==> src/rtl/uart_rx_frame.sv <==
// Configurable UART receiver: 2-flop synchronizer, 3-sample majority vote per bit,
// optional parity, 1-2 stop bits, false-start rejection and a valid/ready holding register.
module uart_rx_frame #(
    parameter int unsigned CLKS_PER_BIT = 8,
    parameter int unsigned DATA_BITS    = 8,
    parameter int unsigned PARITY       = 0,
    parameter int unsigned STOP_BITS    = 1
) (
    input  logic                 clk,
    input  logic                 rst_n,
    input  logic                 uart_rx,
    output logic [DATA_BITS-1:0] rx_data,
    output logic                 rx_valid,
    input  logic                 rx_ready,
    output logic                 rx_perr,
    output logic                 frame_err,
    output logic                 overrun,
    input  logic                 err_clr
);

    localparam int unsigned H  = CLKS_PER_BIT / 2;
    localparam int unsigned CW = $clog2(CLKS_PER_BIT);
    localparam logic [CW-1:0] C_S0   = CW'(H - 1);
    localparam logic [CW-1:0] C_S1   = CW'(H);
    localparam logic [CW-1:0] C_DEC  = CW'(H + 1);
    localparam logic [CW-1:0] C_LAST = CW'(CLKS_PER_BIT - 1);
    localparam logic [3:0]    C_DLAST = 4'(DATA_BITS - 1);
    localparam logic [3:0]    C_SLAST = 4'(STOP_BITS - 1);

    typedef enum logic [2:0] {
        S_IDLE, S_START, S_DATA, S_PAR, S_STOP, S_BREAK
    } state_t;

    state_t               r_state, w_next;
    logic [1:0]           r_sync;
    logic [CW-1:0]        r_cnt;
    logic [1:0]           r_smp;
    logic [3:0]           r_bit;
    logic [DATA_BITS-1:0] r_shift;
    logic                 r_par;
    logic                 r_perr_pend;
    logic [DATA_BITS-1:0] r_data;
    logic                 r_valid;
    logic                 r_perr;
    logic                 r_ferr;
    logic                 r_ovr;
    logic                 w_rx_s;
    logic                 w_dec;
    logic                 w_maj;
    logic                 w_deliver;
    logic                 w_ferr;
    logic                 w_load;

    always_ff @(posedge clk or negedge rst_n) begin
        if (!rst_n) r_sync <= '1;
        else        r_sync <= {r_sync[0], uart_rx};
    end

    assign w_rx_s = r_sync[1];
    assign w_dec  = (r_cnt == C_DEC) && (r_state != S_IDLE) && (r_state != S_BREAK);
    assign w_maj  = (r_smp[0] & r_smp[1]) | (r_smp[0] & w_rx_s) | (r_smp[1] & w_rx_s);

    always_ff @(posedge clk or negedge rst_n) begin
        if (!rst_n) r_state <= S_IDLE;
        else        r_state <= w_next;
    end

    always_comb begin
        w_next = r_state;
        case (r_state)
            S_IDLE:  if (!w_rx_s) w_next = S_START;
            S_START: if (w_dec) w_next = w_maj ? S_IDLE : S_DATA;
            S_DATA:  if (w_dec && r_bit == C_DLAST) w_next = (PARITY != 0) ? S_PAR : S_STOP;
            S_PAR:   if (w_dec) w_next = S_STOP;
            S_STOP: begin
                if (w_dec) begin
                    if (!w_maj)               w_next = S_BREAK;
                    else if (r_bit == C_SLAST) w_next = S_IDLE;
                end
            end
            S_BREAK: if (w_rx_s) w_next = S_IDLE;
            default: w_next = S_IDLE;
        endcase
    end

    always_comb begin
        w_deliver = 1'b0;
        w_ferr    = 1'b0;
        if (r_state == S_STOP && w_dec) begin
            w_deliver = w_maj && (r_bit == C_SLAST);
            w_ferr    = !w_maj;
        end
    end

    // cnt is loaded with 1 on start detection so the detect cycle itself counts as cnt = 0
    always_ff @(posedge clk or negedge rst_n) begin
        if (!rst_n) begin
            r_cnt       <= '0;
            r_smp       <= '1;
            r_bit       <= '0;
            r_shift     <= '0;
            r_par       <= 1'b0;
            r_perr_pend <= 1'b0;
        end else begin
            if (r_state == S_IDLE || r_state == S_BREAK)
                r_cnt <= (r_state == S_IDLE && !w_rx_s) ? CW'(1) : '0;
            else
                r_cnt <= (r_cnt == C_LAST) ? '0 : r_cnt + CW'(1);
            if (r_cnt == C_S0) r_smp[0] <= w_rx_s;
            if (r_cnt == C_S1) r_smp[1] <= w_rx_s;
            if (r_state == S_IDLE) begin
                r_bit       <= '0;
                r_par       <= 1'b0;
                r_perr_pend <= 1'b0;
            end
            if (w_dec) begin
                r_bit <= (w_next != r_state) ? '0 : r_bit + 4'd1;
                if (r_state == S_DATA) begin
                    r_shift <= {w_maj, r_shift[DATA_BITS-1:1]};
                    r_par   <= r_par ^ w_maj;
                end
                if (r_state == S_PAR)
                    r_perr_pend <= (PARITY == 1) ? ~(r_par ^ w_maj) : (r_par ^ w_maj);
            end
        end
    end

    assign w_load = w_deliver && (!r_valid || rx_ready);

    always_ff @(posedge clk or negedge rst_n) begin
        if (!rst_n) begin
            r_data  <= '0;
            r_valid <= 1'b0;
            r_perr  <= 1'b0;
            r_ferr  <= 1'b0;
            r_ovr   <= 1'b0;
        end else begin
            if (w_load) begin
                r_data  <= r_shift;
                r_perr  <= r_perr_pend;
                r_valid <= 1'b1;
            end else if (rx_ready) begin
                r_valid <= 1'b0;
            end
            r_ferr <= w_ferr;
            if (w_deliver && r_valid && !rx_ready) r_ovr <= 1'b1;
            else if (err_clr)                      r_ovr <= 1'b0;
        end
    end

    assign rx_data   = r_data;
    assign rx_valid  = r_valid;
    assign rx_perr   = r_perr;
    assign frame_err = r_ferr;
    assign overrun   = r_ovr;

endmodule

==> config.mk <==
export PLATFORM = sky130hd
export DESIGN_NAME = uart_rx_frame
export DESIGN_NICKNAME = d
export VERILOG_FILES = /design/src/rtl/uart_rx_frame.sv
export SDC_FILE = /design/constraint.sdc
export NUM_CORES = 1
export LEC_CHECK = 0
export ABC_AREA = 0
export ABC_CLOCK_PERIOD_IN_PS = 2400
export CORE_MARGIN = 1.5
export CORE_UTILIZATION = 55
export CTS_CLUSTER_SIZE = 20
export DETAILED_ROUTE_END_ITERATION = 10
export PLACE_DENSITY = 0.77
export SYNTH_ARGS = -nofsm -noshare
export SYNTH_HDL_FRONTEND = slang
export SYNTH_SLANG_ARGS = --single-unit
==> constraint.sdc <==
create_clock -name clk -period 2.4 [get_ports clk]
set_input_delay 0.36 -clock clk [delete_from_list [all_inputs] [get_ports clk]]
set_output_delay 0.36 -clock clk [all_outputs]
set_load 0.005 [all_outputs]
==> results of run 1 <==
metrics by stage:
step           worst slack, ns  cell area (um2)
3_3_place_gp            0.3907             1943
4_1_cts                 0.2987             2019
2_1_floorplan           0.6971             1727
5_1_grt                 0.1463             2019
3_5_place_dp            0.2838             1943
6_report                0.2834             2019
power breakdown:
group	internal, uW	total [uW]	switching, uW
clock	218	420	201
sequential	706	790	83.7
combinational	193	494	301
synth_stat cells, types with 2 or more instances:
cell type / count
nor2_1: 9
dfrtp_1: 32
a22o_1: 2
dfstp_2: 4
nor3_1: 4
ha_1: 7
nand2_1: 5
clkbuf_1: 2
nor2b_1: 3
buf_2: 2
inv_1: 11
nand2b_1: 3
mux2_2: 20
a21oi_1: 5
a31oi_1: 3
o21ai_0: 9
xnor2_1: 2
cells by family (layout without fill, tap and decap cells):
| family | Yosys count | in the layout | share of synthesized area, % |
|---|---|---|---|
| mux | 21 | 21 | 13.62 |
| xor+xnor | 2 | 2 | 1.015 |
| flops | 36 | 36 | 52.46 |
| buf+inv | 16 | 39 | 4.058 |
| simple gates | 34 | 34 | 12.03 |
| compound gates | 29 | 29 | 11.09 |
| fa+ha+maj | 8 | 8 | 5.724 |
critical path, delay by kind of cell (launching register included):
family	cells	cell delay (ns)
buffers and inverters	1	0.09
muxes	1	0.39
adders and majority gates	1	0.18
DFF	1	0.40
and+or+nand+nor	3	0.97
area by class of cell:
class / instances / area share [%]
sequential: 36 / 44.86
multi-input combinational: 94 / 37.17
timing repair buffer: 20 / 9.418
tap: 44 / 2.726
clock buffer: 6 / 2.045
inverter: 11 / 2.045
clock inverter: 2 / 1.735
per-layer routing:
layer  global-route usage [%]  share of wire (%)
met2                    31.11                 48
met3                    7.642                4.4
met5                        0                  0
met4                    7.792                1.7
met1                    27.47                 46
state kept, by name (all words and copies together) (netlist names):
register and count:
frame_err 1, overrun 1, r_bit 4, r_cnt 3, r_par 1, r_perr_pend 1, r_shift 8, r_smp 2
r_state 3, r_sync 2, rx_data 8, rx_perr 1, rx_valid 1
how the worst min path moves through the flow:
| stage | cells past startpoint | endpoint |
|---|---|---|
| 3_5_place_dp | 0 | r_sync[1] |
| 5_1_grt | 0 | r_sync[1] |
| 2_1_floorplan | 0 | frame_err |
| 6_report | 0 | r_sync[1] |
| 4_1_cts | 0 | r_sync[1] |
| 3_3_place_gp | 0 | r_sync[1] |
==> summary.md, run 1 <==
| Metric | Value |
|---|---|
| Status | finished clean |
| Slowest cell on the critical path | nor2b_2 |
| Via density | 5.535 |
| Worst EP required | 2.64 ns |
| WL per Instance | 14.63 um |
| Die span in y | 59.03 um |
| IO Port Bufs | 16 |
| Cts bufs inserted | 5 |
| Die X-Extent | 59.03 um |
| Pwr dens | 843.5 nW/um2 |
| Hold Fails Final Rpt | 0 |
| Final ANT Viol Nets | 0 |
| Clock Root Buffer | clkbuf_4 |
| Io pins | 17 |
| Clk_lat worst skew | 0.34 ns |
| Post-CTS Setup Repair Bufs | 0 |
| Worst R2R Path Depth | 6 |
| Synth Flop Type | dfrtp_1 |
| CP Launch Type | flop |
| Slew @ Worst Pin | 0.5119 ns |
| FP Rows | 20 |
| # hold bufs at CTS | 0 |
| GP Congestion | 0.8520 |
| Sequential area share after synthesis | 52.46% |
| Period utilization | 88.19% |
| Final nets | 180 |
| Worst setup path start | r_cnt[1] |
| Fillers | 225 |
| Reg area | 905.9 um2 |
| Critical path class | flop to flop |
| Vias | 1179 |
| Antenna Cells | 0 |
| Synth Instances | 146 |
| Total power | 1703 uW |
| Leak pwr | 0.0009463 uW |
| Non-Filler Instances | 213 |
| Highest-count cells in the layout ignoring fill and taps | dfrtp_1 (32), mux2_2 (20), clkdlybuf4s50_1 (16), inv_1 (11) |
| Initial antenna violation count | 0 |
| CTS clk-pin slew, worst paths | 0.11 ns |
| CP cell instances | inv_1 > ha_1 > and2_1 > nand4b_4 > nor2b_2 > mux2_2 |
| First-pass GRT wire length | 5.292 mm |
| Final Setup Violations | 0 |
| Largest net degree at the start of global routing | 37 |
| Hold WS | 0.3664 ns |
| Syn nets | 158 |
| Flop2flop setup slack | 0.28 ns |
| Peak supply drop | 0.6934 mV |
| Share of the synthesized area in the top cell type | 46.38% |
| Avg Inst Size Synth | 11.83 um2 |
| Min cycle time layout | 2.117 ns |
| DRC | 0 |
| # H-tree levels | 2 |
| Fraction of layout cells with a size suffix above 1 | 23.67% |
| Total of max-cap violations | 0 |
| GR Util All Layers | 20.71% |
| RSZ-0062 raised after global routing | no |
| CP Capture Point | rx_data[6] |
| Fin util | 66.69% |
| Grt total ovfl | 0 |
| YS warnings | 0 |
| Clk buf depth | 2 |
| Max_slew headroom | 65.51% |
| Post-CTS Resized | 0 |
| DP HPWL | 2.166 mm |
| Final slew viol count | 0 |
| Synthesized area | 1727 um2 |
| Hold crit path type | flop to flop |
| Starting density of the core | 57.02% |
| Post-synth cell types | 40 |
| Placed instance count | 205 |
| Area growth syn-to-layout | 16.96% |
| Area of the multi-input gates | 750.7 um2 |
| Fmax | 0.4725 GHz |
| CP Max Fanout | 9 |
| Routed WL | 3.117 mm |
| Synth top area cells | dfrtp_1 (46%), mux2_2 (13%), dfstp_2 (6.1%), ha_1 (5.1%), o21ai_0 (2.6%) |
| Hold Crit Start | r_sync[0] |
| Reg2reg start | r_cnt[1] |
| Clock skew | 0.01092 ns |
| CP endpoint kind | flop |
| Vias in the first global route | 1149 |
| CTS Sinks | 36 |
| CP peak stage delay | 0.42 ns |
| RR Endpoint | rx_data[6] |
| Core Box Area | 3028 um2 |
| 1st-iter DRT viols | 57 |
| Die ar. | 3485 um2 |
| Ys async rst share | 100.0% |
| Data arrival, critical path | 2.36 ns |
| CTS tree | done |
| Sum Neg Setup Slack | 0 ns |
| FF+latch count, synth | 36 |
| Drt first pass iters | 4 |
| Post-synth EDFFs | 0 |
| Commonest non-fill, non-tap cell in the layout | dfrtp_1 |
| Cell taking the most area after synthesis | dfrtp_1 |
Power figures use the tool's default switching activity.
==> run 2, diff against run 1 <==
CORE_UTILIZATION = 56   (was 55)
PLACE_DENSITY = 0.78   (was 0.77)
==> run 2 against run 1 <==
  * Routed wire length is 2.2% lower
  * Global-route usage is 0.30 points lower
  * Fmax is 1.5% higher
  * Worst setup slack better by 0.032 ns
  * Sequential power is 0.5% higher
  * First-iteration DRC count is 7.0% lower
  * Hold slack worse by 0.0027 ns
  * Combinational power is 1% lower
  * Final cell count is 5.6% lower
  * Critical path depth is 2 lower
  * Sequential share of layout area is 0.22 points lower
  * Power is 2.8% higher
==> summary.md, run 2 (same netlist as run 1, synthesis figures left out) <==
| Metric | Value |
|---|---|
| Routed WL | 3.047 mm |
| Starting density of the core | 61.03% |
| Sum Neg Setup Slack | 0 ns |
| Total of max-cap violations | 0 |
| Data arrival, critical path | 2.32 ns |
| Flop2flop setup slack | 0.32 ns |
| Fraction of layout cells with a size suffix above 1 | 24.71% |
| Final ANT Viol Nets | 0 |
| Min cycle time layout | 2.085 ns |
| Crit path depth | 4 |
| Critical path class | flop to flop |
| Final slew viol count | 0 |
| Die ar. | 3425 um2 |
| Cts bufs inserted | 5 |
| DRC | 0 |
| Peak supply drop | 0.6262 mV |
| WL per Instance | 15.16 um |
| Reg2reg start | r_state[1] |
| Slowest cell on the critical path | dfrtp_1 |
| # H-tree levels | 2 |
| Max_slew headroom | 66.94% |
| Hold Fails Final Rpt | 0 |
| RR Endpoint | rx_data[0] |
| Worst setup path start | r_state[1] |
| Drt first pass iters | 4 |
| Largest net degree at the start of global routing | 37 |
| CP cell instances | or3b_1 > nand4b_4 > nor2b_2 > mux2_2 |
| First-pass GRT wire length | 5.230 mm |
| Vias | 1163 |
| Fillers | 226 |
| Highest-count cells in the layout ignoring fill and taps | dfrtp_1 (32), mux2_2 (20), clkdlybuf4s50_1 (16), inv_1 (11) |
| Reg area | 905.9 um2 |
| Via density | 5.786 |
| Slew @ Worst Pin | 0.4907 ns |
| GR Util All Layers | 20.41% |
| Non-Filler Instances | 201 |
| Hold crit path type | flop to flop |
| IO Port Bufs | 16 |
| Met3 Usage GRT | 6.154% |
| Period utilization | 86.86% |
| Clock skew | 0.002998 ns |
| Post-CTS Resized | 0 |
| Commonest non-fill, non-tap cell in the layout | dfrtp_1 |
| CP Capture Point | rx_data[0] |
| Fin util | 71.74% |
| Delay-heaviest family, CP | simple AND/OR/NAND/NOR gates |
| CP endpoint kind | flop |
| DP HPWL | 2.134 mm |
| Die X-Extent | 58.53 um |
| Area of the multi-input gates | 750.7 um2 |
| # hold bufs at CTS | 0 |
| Grt total ovfl | 0 |
| Clock Root Buffer | clkbuf_4 |
| Leak pwr | 0.0009610 uW |
| CTS clk-pin slew, worst paths | 0.10 ns |
| Io pins | 17 |
| CTS Sinks | 36 |
| Status | finished clean |
| Vias in the first global route | 1128 |
| GP Congestion | 0.8696 |
| Post-CTS Setup Repair Bufs | 0 |
| Busiest grt layer | met2 |
| Antenna Cells | 0 |
| Final nets | 181 |
| Clk buf depth | 2 |
| FP Rows | 19 |
| CP Max Fanout | 13 |
| Fmax | 0.4797 GHz |
| Area growth syn-to-layout | 17.54% |
| Clk_lat worst skew | 0.34 ns |
| 1st-iter DRT viols | 53 |
| Die span in y | 58.53 um |
| Placed instance count | 193 |
| Final Setup Violations | 0 |
| Worst R2R Path Depth | 4 |
| CTS tree | done |
| Initial antenna violation count | 0 |
| Met2 Usage GRT | 30.34% |
| Core Box Area | 2829 um2 |
| Worst EP required | 2.63 ns |
| RSZ-0062 raised after global routing | no |
| Pwr dens | 863.0 nW/um2 |
| CP peak stage delay | 0.52 ns |
| Buf+Inv Stages, Crit Path | 0 |
| CP Launch Type | flop |
| Met1 usage in global routing | 28.57% |
## run 2: stage by stage
step	power, uW	hold WS, ns	setup WS (ns)	cell area (um2)
2_1_floorplan	1148	0.06441	0.6971	1727
3_3_place_gp	1257	0.3484	0.3904	1934
3_5_place_dp	1286	0.3471	0.2988	1934
4_1_cts	1765	0.3671	0.2756	2029
6_report	1751	0.3637	0.3154	2029
5_1_grt	1854	0.3723	0.1657	2029
## run 2: power by group
part	leakage [uW]	internal [uW]	total [uW]	switching (uW)
clock network	0.0000515	276	469	192
logic	0.000430	197	489	292
registers	0.000480	706	794	88.2
## run 2: final cells by class
type / instances / area share (%)
Clock buffer: 7 / 3.206
Multi-Input combinational cell: 94 / 36.99
Tap cell: 31 / 1.911
Timing Repair Buffer: 21 / 9.741
Clock inverter: 1 / 1.480
Sequential cell: 36 / 44.64
Inverter: 11 / 2.035
## run 2: worst min path at each step
stage	from	end	slack, ns	cells past startpoint
detailed placement	r_sync[0]	r_sync[1]	0.35	0
global placement	r_sync[0]	r_sync[1]	0.35	0
floorplan	rst_n	frame_err	0.06	0
finish	r_sync[0]	r_sync[1]	0.36	0
global route	r_sync[0]	r_sync[1]	0.37	0
CTS	r_sync[0]	r_sync[1]	0.37	0
## run 2: metal layers
| layer | wire (um) | up-vias |
|---|---|---|
| met1 | 1446 | 566 |
| met5 | 0 | - |
| met2 | 1404 | 35 |
| li1 | - | 557 |
| met3 | 154 | 5 |
| met4 | 42 | 0 |
